===== config.mk =====
export PLATFORM = sky130hd
export DESIGN_NAME = segasys1_prgarb_flat
export DESIGN_NICKNAME = d
export VERILOG_FILES = /design/src/rtl/segasys1_prgarb_if.sv /design/src/rtl/segasys1_prgarb.sv /design/src/flat_wrapper.sv
export SDC_FILE = /design/constraint.sdc
export NUM_CORES = 1
export LEC_CHECK = 0
export CORE_MARGIN = 3
export CORE_UTILIZATION = 45
export DETAILED_ROUTE_END_ITERATION = 12
export PLACE_DENSITY = 0.9
export SYNTH_ARGS = -nofsm -noshare
export SYNTH_HDL_FRONTEND = slang
export SYNTH_SLANG_ARGS = --single-unit

===== constraint.sdc =====
create_clock -name clk -period 4.9 [get_ports clk]
set_clock_uncertainty 0.05 [all_clocks]
set_input_delay 0.98 -clock clk [delete_from_list [all_inputs] [get_ports clk]]
set_output_delay 0.98 -clock clk [all_outputs]
set_load 0.005 [all_outputs]

===== src/rtl/segasys1_prgarb_if.sv =====
// segasys1_prgarb_if: requester, ROM and status signals of the program-ROM arbiter
interface segasys1_prgarb_if #(
  parameter int AW = 15,
  parameter int DW = 8
);
  logic          dl_en;
  logic          a_req;
  logic          a_m1;
  logic [AW-1:0] a_ad;
  logic          a_ack;
  logic [DW-1:0] a_dt;
  logic          b_req;
  logic [AW-1:0] b_ad;
  logic          b_ack;
  logic [DW-1:0] b_dt;
  logic          rom_rd;
  logic [AW:0]   rom_ad;
  logic [DW-1:0] rom_dt;
  logic          busy;
  modport master (
    output dl_en, a_req, a_m1, a_ad, b_req, b_ad, rom_dt,
    input  a_ack, a_dt, b_ack, b_dt, rom_rd, rom_ad, busy
  );
  modport slave (
    input  dl_en, a_req, a_m1, a_ad, b_req, b_ad, rom_dt,
    output a_ack, a_dt, b_ack, b_dt, rom_rd, rom_ad, busy
  );
endinterface


===== src/rtl/segasys1_prgarb.sv =====
// segasys1_prgarb: shares one program-ROM read port between CPU fetch (A) and a secondary reader (B)
module segasys1_prgarb #(
  parameter int AW      = 15,
  parameter int DW      = 8,
  parameter int ROM_LAT = 1,
  parameter int STARVE  = 4
) (
  input logic clk,
  input logic rst_n,
  segasys1_prgarb_if.slave bus
);
  localparam int SW = $clog2(STARVE + 1);
  typedef enum logic [2:0] {IDLE, ISSUE, WAIT, DONE, HOLD} state_t;
  state_t        state_q, state_d;
  logic [2:0]    cnt_q, cnt_d;
  logic [SW-1:0] starve_q, starve_d;
  logic          own_q, own_d;
  logic [AW:0]   ad_q, ad_d;
  logic [DW-1:0] adt_q, adt_d, bdt_q, bdt_d;
  logic          grant_a;
  assign grant_a = bus.a_req && (starve_q < SW'(STARVE) || !bus.b_req);
  // next-state, address latch, data capture and B-starvation tracking
  always_comb begin
    state_d  = state_q;
    cnt_d    = cnt_q;
    starve_d = starve_q;
    own_d    = own_q;
    ad_d     = ad_q;
    adt_d    = adt_q;
    bdt_d    = bdt_q;
    case (state_q)
      IDLE: begin
        if (bus.dl_en) state_d = HOLD;
        else if (grant_a) begin
          own_d   = 1'b0;
          ad_d    = {bus.a_m1, bus.a_ad};
          state_d = ISSUE;
        end else if (bus.b_req) begin
          own_d   = 1'b1;
          ad_d    = {1'b0, bus.b_ad};
          state_d = ISSUE;
        end
        if (!bus.b_req) starve_d = '0;
        else if (!bus.dl_en) starve_d = grant_a ? (starve_q == SW'(STARVE) ? starve_q : starve_q + 1'b1) : '0;
      end
      ISSUE: begin
        cnt_d   = 3'(ROM_LAT - 1);
        state_d = WAIT;
      end
      WAIT: begin
        if (cnt_q == 3'd0) begin
          adt_d   = own_q ? adt_q : bus.rom_dt;
          bdt_d   = own_q ? bus.rom_dt : bdt_q;
          state_d = DONE;
        end else cnt_d = cnt_q - 3'd1;
      end
      DONE: state_d = IDLE;
      HOLD: state_d = bus.dl_en ? HOLD : IDLE;
      default: state_d = IDLE;
    endcase
  end
  // state register with asynchronous abort of any transaction in flight
  always_ff @(posedge clk or negedge rst_n) begin
    if (!rst_n) begin
      state_q  <= IDLE;
      cnt_q    <= '0;
      starve_q <= '0;
      own_q    <= 1'b0;
      ad_q     <= '0;
      adt_q    <= '0;
      bdt_q    <= '0;
    end else begin
      state_q  <= state_d;
      cnt_q    <= cnt_d;
      starve_q <= starve_d;
      own_q    <= own_d;
      ad_q     <= ad_d;
      adt_q    <= adt_d;
      bdt_q    <= bdt_d;
    end
  end
  assign bus.rom_rd = state_q == ISSUE;
  assign bus.rom_ad = ad_q;
  assign bus.a_ack  = state_q == DONE && !own_q;
  assign bus.b_ack  = state_q == DONE && own_q;
  assign bus.a_dt   = adt_q;
  assign bus.b_dt   = bdt_q;
  assign bus.busy   = state_q != IDLE;
endmodule


===== src/flat_wrapper.sv =====
// flat-port wrapper written by rule: the top's interface ports become plain ports
module segasys1_prgarb_flat 
#(
  parameter int AW      = 15,
  parameter int DW      = 8,
  parameter int ROM_LAT = 1,
  parameter int STARVE  = 4
)
  (clk, rst_n, bus_dl_en, bus_a_req, bus_a_m1, bus_a_ad, bus_b_req, bus_b_ad, bus_rom_dt, bus_a_ack, bus_a_dt, bus_b_ack, bus_b_dt, bus_rom_rd, bus_rom_ad, bus_busy);
  segasys1_prgarb_if #(.AW(AW), .DW(DW)) bus_i ();
  input logic clk;
  input logic rst_n;
  input wire logic [$bits(bus_i.dl_en)-1:0] bus_dl_en;
  input wire logic [$bits(bus_i.a_req)-1:0] bus_a_req;
  input wire logic [$bits(bus_i.a_m1)-1:0] bus_a_m1;
  input wire logic [$bits(bus_i.a_ad)-1:0] bus_a_ad;
  input wire logic [$bits(bus_i.b_req)-1:0] bus_b_req;
  input wire logic [$bits(bus_i.b_ad)-1:0] bus_b_ad;
  input wire logic [$bits(bus_i.rom_dt)-1:0] bus_rom_dt;
  output wire logic [$bits(bus_i.a_ack)-1:0] bus_a_ack;
  output wire logic [$bits(bus_i.a_dt)-1:0] bus_a_dt;
  output wire logic [$bits(bus_i.b_ack)-1:0] bus_b_ack;
  output wire logic [$bits(bus_i.b_dt)-1:0] bus_b_dt;
  output wire logic [$bits(bus_i.rom_rd)-1:0] bus_rom_rd;
  output wire logic [$bits(bus_i.rom_ad)-1:0] bus_rom_ad;
  output wire logic [$bits(bus_i.busy)-1:0] bus_busy;
  assign bus_i.dl_en = bus_dl_en;
  assign bus_i.a_req = bus_a_req;
  assign bus_i.a_m1 = bus_a_m1;
  assign bus_i.a_ad = bus_a_ad;
  assign bus_i.b_req = bus_b_req;
  assign bus_i.b_ad = bus_b_ad;
  assign bus_i.rom_dt = bus_rom_dt;
  assign bus_a_ack = bus_i.a_ack;
  assign bus_a_dt = bus_i.a_dt;
  assign bus_b_ack = bus_i.b_ack;
  assign bus_b_dt = bus_i.b_dt;
  assign bus_rom_rd = bus_i.rom_rd;
  assign bus_rom_ad = bus_i.rom_ad;
  assign bus_busy = bus_i.busy;
  segasys1_prgarb #(.AW(AW), .DW(DW), .ROM_LAT(ROM_LAT), .STARVE(STARVE)) u_core (.clk(clk), .rst_n(rst_n), .bus(bus_i));
endmodule

Word level (Yosys, flattened, before mapping)
Cells that the tools add are included.
W data, S select, Z words.
{"block": "op_classes", "eq_ne": 10, "shift": 0, "div_mod_pow": 0, "reduce_logical": 17, "magnitude_cmp": 1, "n_addsub": 2, "muxes": 16, "n_mul": 0, "n_bitwise": 2}
{"op": "$mux W16", "n": 2}
{"op": "$mux W3", "n": 10}
{"op": "$pmux W3 S4", "n": 1}
{"op": "$reduce_and A3 Y1", "n": 4}
{"op": "$eq A3 B2 Y1 const B", "n": 2}
{"op": "$eq A3 B3 Y1 const B", "n": 2}
{"op": "$logic_not A3 Y1", "n": 2}
{"op": "$pmux W3 S2", "n": 1}
{"op": "$ne A2 B2 Y1 const B", "n": 2}
{"op": "$ne A4 B3 Y1 const B", "n": 1}
{"op": "$reduce_and A2 Y1", "n": 2}
{"op": "$reduce_bool A2 Y1", "n": 2}
{"op": "$add A3 B1 Y3 const B", "n": 1}
{"op": "$eq A3 B1 Y1 const B", "n": 1}
{"op": "$logic_and A1 B1 Y1", "n": 3}
{"op": "$lt A3 B3 Y1 const B", "n": 1}
{"op": "$ne A3 B3 Y1 const B", "n": 1}
{"op": "$reduce_bool A3 Y1", "n": 1}
{"op": "$sub A3 B1 Y3 const B", "n": 1}
{"op": "$logic_not A1 Y1", "n": 2}
{"op": "$mux W1", "n": 2}
{"op": "$ne A2 B1 Y1 const B", "n": 1}
{"op": "$not A1 Y1", "n": 2}
{"op": "$logic_or A1 B1 Y1", "n": 1}
{"block": "word_totals", "latchBits": 0, "ramBits": 0, "inputBits": 44, "rom_bits": 0, "out_inout_bits": 36, "n_memories": 0, "reg_bits": 42, "elab_cells": 55}

Depth between registers and ports, before layout
Gate-level depths: netlist of the first run.
{"block": "logic_depth", "ltp_word": 6, "mapped_depth": 7, "mapped_depth_nobuf": 6}

Least setup slack after synthesis of the first run
OpenSTA, ideal clock, no wires.
{"block": "synth_timing", "path_kind": "input-to-reg", "startpoint": "in bus_a_req", "endpoint": "reg u_core.ad_q[10], in the netlist u_core.bus.rom_ad[10]", "arrival_ps": 1917, "n_path_buf": 2, "stages": 5, "setup_time_ps": 123, "slack_ps": 2811, "required_ps": 4727, "path_cell_list": "a21boi_0 -> buf_2 -> buf_2 -> mux2i_1 -> a21oi_2"}
{"block": "synth_via", "elab_chain_len": 3, "word_cells_on_any_way": 4}
{"element": "start: declaration", "line": "flat_wrapper.sv:14", "rtl": "input wire logic [$bits(bus_i.a_req)-1:0] bus_a_req;"}
{"element": "$logic_and A1 B1 Y1 (*)", "line": "segasys1_prgarb.sv:21", "rtl": "assign grant_a = bus.a_req && (starve_q < SW'(STARVE) || !bus.b_req);"}
{"element": "$reduce_bool A2 Y1 (no source line)"}
{"element": "$reduce_and A3 Y1 (no source line)"}
{"element": "end signal: assignment", "line": "segasys1_prgarb.sv:69", "rtl": "ad_q <= '0;"}
{"element": "end signal: assignment", "line": "segasys1_prgarb.sv:77", "rtl": "ad_q <= ad_d;"}
{"element": "end: declaration", "line": "segasys1_prgarb.sv:18", "rtl": "logic [AW:0] ad_q, ad_d;"}
Every way passes the cells marked *; elsewhere a longest branch is shown, timed or not.
A chain may end at the register's enable or synchronous reset.

Worst setup path after layout of the first run
{"block": "layout_timing", "startpoint": "reg u_core.state_q[0]", "endpoint": "out bus_busy"}
{"block": "layout_via", "elab_chain_len": 1}
{"element": "start: declaration", "line": "segasys1_prgarb.sv:14", "rtl": "state_t state_q, state_d;"}
{"element": "start signal: assignment", "line": "segasys1_prgarb.sv:73", "rtl": "state_q <= state_d;"}
{"element": "$reduce_bool A3 Y1", "line": "segasys1_prgarb.sv:88", "rtl": "assign bus.busy = state_q != IDLE;"}
{"element": "end: declaration", "line": "flat_wrapper.sv:26", "rtl": "output wire logic [$bits(bus_i.busy)-1:0] bus_busy;"}
No other way between the ends.

==> results.cfg, run 1 <==
[run_status]
status = finished, final reports clean

[finish]
final_cells = 291
final_core_util = 0.698
insertedDiodeCount = 0
layout.nets = 287
final_area_sq_um = 2910
layout_common_cells = clkdlybuf4s50_1, dfrtp_1, mux2_2
layout_commonest_cell = clkdlybuf4s50_1
drive_above_1_share = 0.191
area_growth_pct = 43.6

[sta]
rsz0062_at_grt = false
hold_viol = 0
worstMarginPinSlew_ns = 1.12
fmax_mhz = 329
fin_crit_sh = 0.621
whs_ns = 0.457
min_period_ns = 3.04
slew_viol_final = 0
setup_violations = 0
setup_slack_ns = 1.86
relSlewSlack = 0.247
setup_tns_ns = 0

[detailed_routing]
viasPerCell = 5.26
wire_per_inst_um = 15.2
route.met2.wl_um = 2180
dr_wl_met3_um = 487
drtPass1Iterations = 4
ant_nets = 0
wl_met1_um = 1740
routed_wl_um = 4430
top_layer = met4
drtIter0Drc = 101
vias = 1531
drc = 0

[worst_setup_path]
crit_end = bus_busy
critPathArrivalTime_ns = 2.01
rr_endpoint = u_core.bus.rom_ad[7]
cp-startpoint = u_core.state_q[0]
r2r_slack_ns = 2.87
required_ns = 3.87
r2r-start = u_core.state_q[0]
cp_max_fo = 18
cp-start-kind = register
endpoint_kind = primary output
reg2reg_depth = 4
critPathKind = reg -> out

[logic_synthesis]
synth_top_family_by_area = multiplexers
avgSynthCellArea_sq_um = 12.4
synth-simple-area-share = 0.112
synth-compound-area-share = 0.135
yosysSeqAreaShare = 0.519
syn_nets = 211
netlist_area_sq_um = 2030
synthAdderAreaFrac = 0.0185
synth_xor_xnor_area_share = 0.00432
ys_types = 34
synth_mux_area_frac = 0.169
ys_seq_elements = 42
yosys_warnings = 0
synthCells = 164

[clock_tree]
clock_latency_ns = 0.29
clockRootBuffer = clkbuf_8
postCtsHoldBufs = 0
clk_pin_slew_ns = 0.08
cts_buffers = 5
max-clock-path-buffers = 2
clock_sinks = 42
htree_levels = 2
post-cts-setup-buffers = 0
cts.repair.resized = 0
cts_tree = built

[placed_design]
dp_hpwl_um = 3260
post-place-ws_ns = 1.85
routabilityCongestion = 0.772
placed_cell_area_sq_um = 2800
dp.cells = 283
io_buffers = 79

[floorplanning]
die_h_um = 73.1
start_util = 0.486
placementRows = 23
coreArea_sq_um = 4170
die-area_sq_um = 5350
ios = 80
die-width_um = 73.1

[global_routing]
grt_util_all_layers = 0.182
grt_pass1_vias = 1530
grt_remaining_overflow = 0
grt_pass1_wl_um = 7410
grt_max_degree = 43
antenna_found_initial = 0

[worst_hold_path]
min_path_type = reg -> reg

[power_and_ir_drop]
max-vdd-ir-drop_v = 0.000299
power_mw = 1.59
p_leak_nw = 1.20
powerDensity_nw_per_um2 = 546

[flow_run]
cap_violations = 0
-- registers in the layout, indices dropped and copies added, names as in the netlist --
register and count:
u_core.bus.rom_ad 16, u_core.cnt_q 3, u_core.state_q 3, u_core.starve_q 3, u_core.bus.b_dt 8, u_core.bus.a_dt 8, u_core.own_q 1
-- worst max-delay path, stage by stage, from the launching register on --
cell	delay, ns
dfrtp_1	0.60
or3_1	0.62
clkdlybuf4s50_1	0.51
-- synth_stat cells (all sizes together) --
library cell	n	area (sq um)
a21boi	1	7.51
dfrtp	42	1050
nor2	17	80.1
nand2	4	15.0
a32o	2	20.0
nor3	4	20.0
xnor2	1	8.76
buf	8	70.1
a21oi	19	151
nand2b	2	15.0
ha	3	37.5
o21ai	4	20.0
a22o	3	26.3
and4b	1	10.0
a22oi	3	22.5
nor2b	1	6.26
nor3b	3	22.5
mux2i	15	150
clkbuf	2	7.51
inv	3	11.3
or2	1	6.26
nand3	1	5.00
o2bb2ai	2	17.5
nor4	3	40.0
mux2	17	191
or3	1	6.26
o21bai	1	7.51
-- kinds of logic (layout without fill, tap and decap cells) --
group	after synthesis	count (layout)
multiplexers	32	32
XOR/XNOR	1	1
flip-flops	42	42
adder cells (fa/ha/maj)	3	3
buffers and inverters	13	90
AND/OR/NAND/NOR	38	38
AO/OA/AOI/OAI	35	35
-- area by class of cell --
class                   count  area [sq um]
clock inverters             2          37.5
clock buffers               6          72.6
flip-flops and latches     42          1050
well taps                  50          62.6
inverters                   3          11.3
repair buffers             79           786
multi-input cells         109           891
fillers                   315          1260
-- power breakdown --
part / total, mW / internal [mW] / switching (mW)
logic: 0.701 / 0.442 / 0.259
registers: 0.620 / 0.499 / 0.121
clock network: 0.268 / 0.152 / 0.116
total: 1.59 / 1.09 / 0.496
-- metal layers --
metal / vias to the layer above / GRT usage
met5: - / 0
met4: 0 / 0.0430
met3: 2 / 0.0854
met2: 69 / 0.292
met1: 725 / 0.222
li1: 735 / -
-- how the worst min path moves through the flow --
| stage | from | to | slack [ns] | cells past startpoint |
|---|---|---|---|---|
| floorplan | u_core.cnt_q[1] | u_core.cnt_q[1] | 0.43 | 1 |
| global placement | u_core.bus.b_dt[5] | u_core.bus.b_dt[5] | 0.44 | 1 |
| detailed placement | u_core.bus.b_dt[6] | u_core.bus.b_dt[6] | 0.44 | 1 |
| CTS | u_core.bus.b_dt[6] | u_core.bus.b_dt[6] | 0.46 | 1 |
| global route | u_core.bus.b_dt[5] | u_core.bus.b_dt[5] | 0.47 | 1 |
| finish | u_core.bus.b_dt[6] | u_core.bus.b_dt[6] | 0.46 | 1 |
(Power assumes the default switching activity.)
==> run 2, diff against run 1 <==
- CORE_UTILIZATION: 45 -> 39
- PLACE_DENSITY: 0.9 -> 0.84
- clock period: 4.9 -> 2.45 ns (I/O delays scaled with it)
==> results.cfg, run 2 (synthesis results as in run 1) <==
[sta]
setup_tns_ns = 0
setup_slack_ns = 0.207
fin_crit_sh = 0.916
relSlewSlack = 0.611
worstMarginPinSlew_ns = 0.580
rsz0062_at_grt = false
hold_viol = 0
slew_viol_final = 0
setup_violations = 0
fmax_mhz = 446
min_period_ns = 2.24

[finish]
area_growth_pct = 46.0
final_area_sq_um = 2960
regArea_sq_um = 1050
final_cells = 314
layout.nets = 293
insertedDiodeCount = 0
drive_above_1_share = 0.215
layout_common_cells = clkdlybuf4s50_1, dfrtp_1, mux2_2
nFillCells = 423
largest_reg_flops = 16
layout_commonest_cell = clkdlybuf4s50_1
multi_input_area_sq_um = 891

[global_routing]
grtUsageMet3 = 0.0654
met1_usage = 0.165
grt_busiest_layer = met2
grt_max_degree = 31
grt_pass1_wl_um = 7090
antenna_found_initial = 0
grt_remaining_overflow = 0
grt_util_met2 = 0.254
grt_pass1_vias = 1548
grt_util_all_layers = 0.148

[placed_design]
dp.cells = 306
io_buffers = 79
dp_hpwl_um = 3250
routabilityCongestion = 0.749
placed_cell_area_sq_um = 2870
post-place-ws_ns = 0.351

[detailed_routing]
drtIter0Drc = 42
drc = 0
ant_nets = 0
vias = 1504
drtPass1Iterations = 4
viasPerCell = 4.79
routed_wl_um = 4170
wire_per_inst_um = 13.3

[clock_tree]
clock_latency_ns = 0.28
max-clock-path-buffers = 2
post-cts-setup-buffers = 0
htree_levels = 2
clock_sinks = 42
clockRootBuffer = clkbuf_8
cts_buffers = 5
postCtsHoldBufs = 0
cts_tree = built
clk_pin_slew_ns = 0.07

[floorplanning]
ios = 80
die_h_um = 78.1
coreArea_sq_um = 4880
die-width_um = 78.1
die-area_sq_um = 6100
placementRows = 25
start_util = 0.415

[worst_setup_path]
critPathArrivalTime_ns = 1.70
r2r-start = u_core.cnt_q[0]
cp-start-kind = register
cp_max_fo = 10
cp-startpoint = u_core.state_q[1]
reg2reg_depth = 5
endpoint_kind = primary output
required_ns = 1.91
rr_endpoint = u_core.bus.a_dt[6]
r2r_slack_ns = 0.55
critPathKind = reg -> out

[power_and_ir_drop]
p_leak_nw = 1.22
powerDensity_nw_per_um2 = 1050
max-vdd-ir-drop_v = 0.000447

[flow_run]
cap_violations = 0

[run_status]
status = finished, final reports clean

[worst_hold_path]
min_path_type = in -> async
run 2: worst max-delay path by stage:
stage	to	slack, ns
after floorplan	u_core.bus.a_dt[0]	0.79
after global placement	u_core.bus.rom_ad[0]	0.40
after detailed placement	u_core.bus.rom_ad[6]	0.35
after CTS	bus_a_ack	0.06
after global routing	bus_a_ack	0.11
final	bus_a_ack	0.21
run 2: metal layers:
layer,part of all wire,wire length (um),vias to the layer above
li1,-,-,750
met1,0.40,1680,689
met2,0.49,2050,60
met3,0.095,398,5
met4,0.011,45,0
met5,0,0,-
run 2: through the flow:
| stage | hold WS [ns] | power [mW] | utilization |
|---|---|---|---|
| 2_1_floorplan | 0.144 | 1.94 | - |
| 3_3_place_gp | 0.358 | 2.65 | 0.588 |
| 3_5_place_dp | 0.363 | 2.70 | 0.588 |
| 4_1_cts | 0.0417 | 3.15 | 0.606 |
| 5_1_grt | 0.0559 | 3.33 | 0.607 |
| 6_report | 0.0481 | 3.10 | 0.607 |
run 2: repair_timing:
| action | in CTS | in global routing |
|---|---|---|
| endpoints found under the hold margin | 0 | 0 |
| endpoints found under the setup margin | 0 | 1 |
| resized for setup | 0 | 1 |
run 2: power by group:
group          switching, mW  internal [mW]
Sequential             0.200           1.00
Combinational          0.548          0.916
Clock                  0.210          0.227
run 2: final cells by class:
cell class,instances,share of cell area
clock buffer,7,0.0292
clock inverter,1,0.00169
inverter,3,0.00380
multi-input combinational,109,0.301
sequential,42,0.355
tap,67,0.0283
timing repair buffer,85,0.281
run 2: critical path, cell delays in order, from the launching register on:
cell	delay (ns)
dfrtp_2	0.48
nand2b_2	0.12
nor3b_1	0.27
clkdlybuf4s50_1	0.56
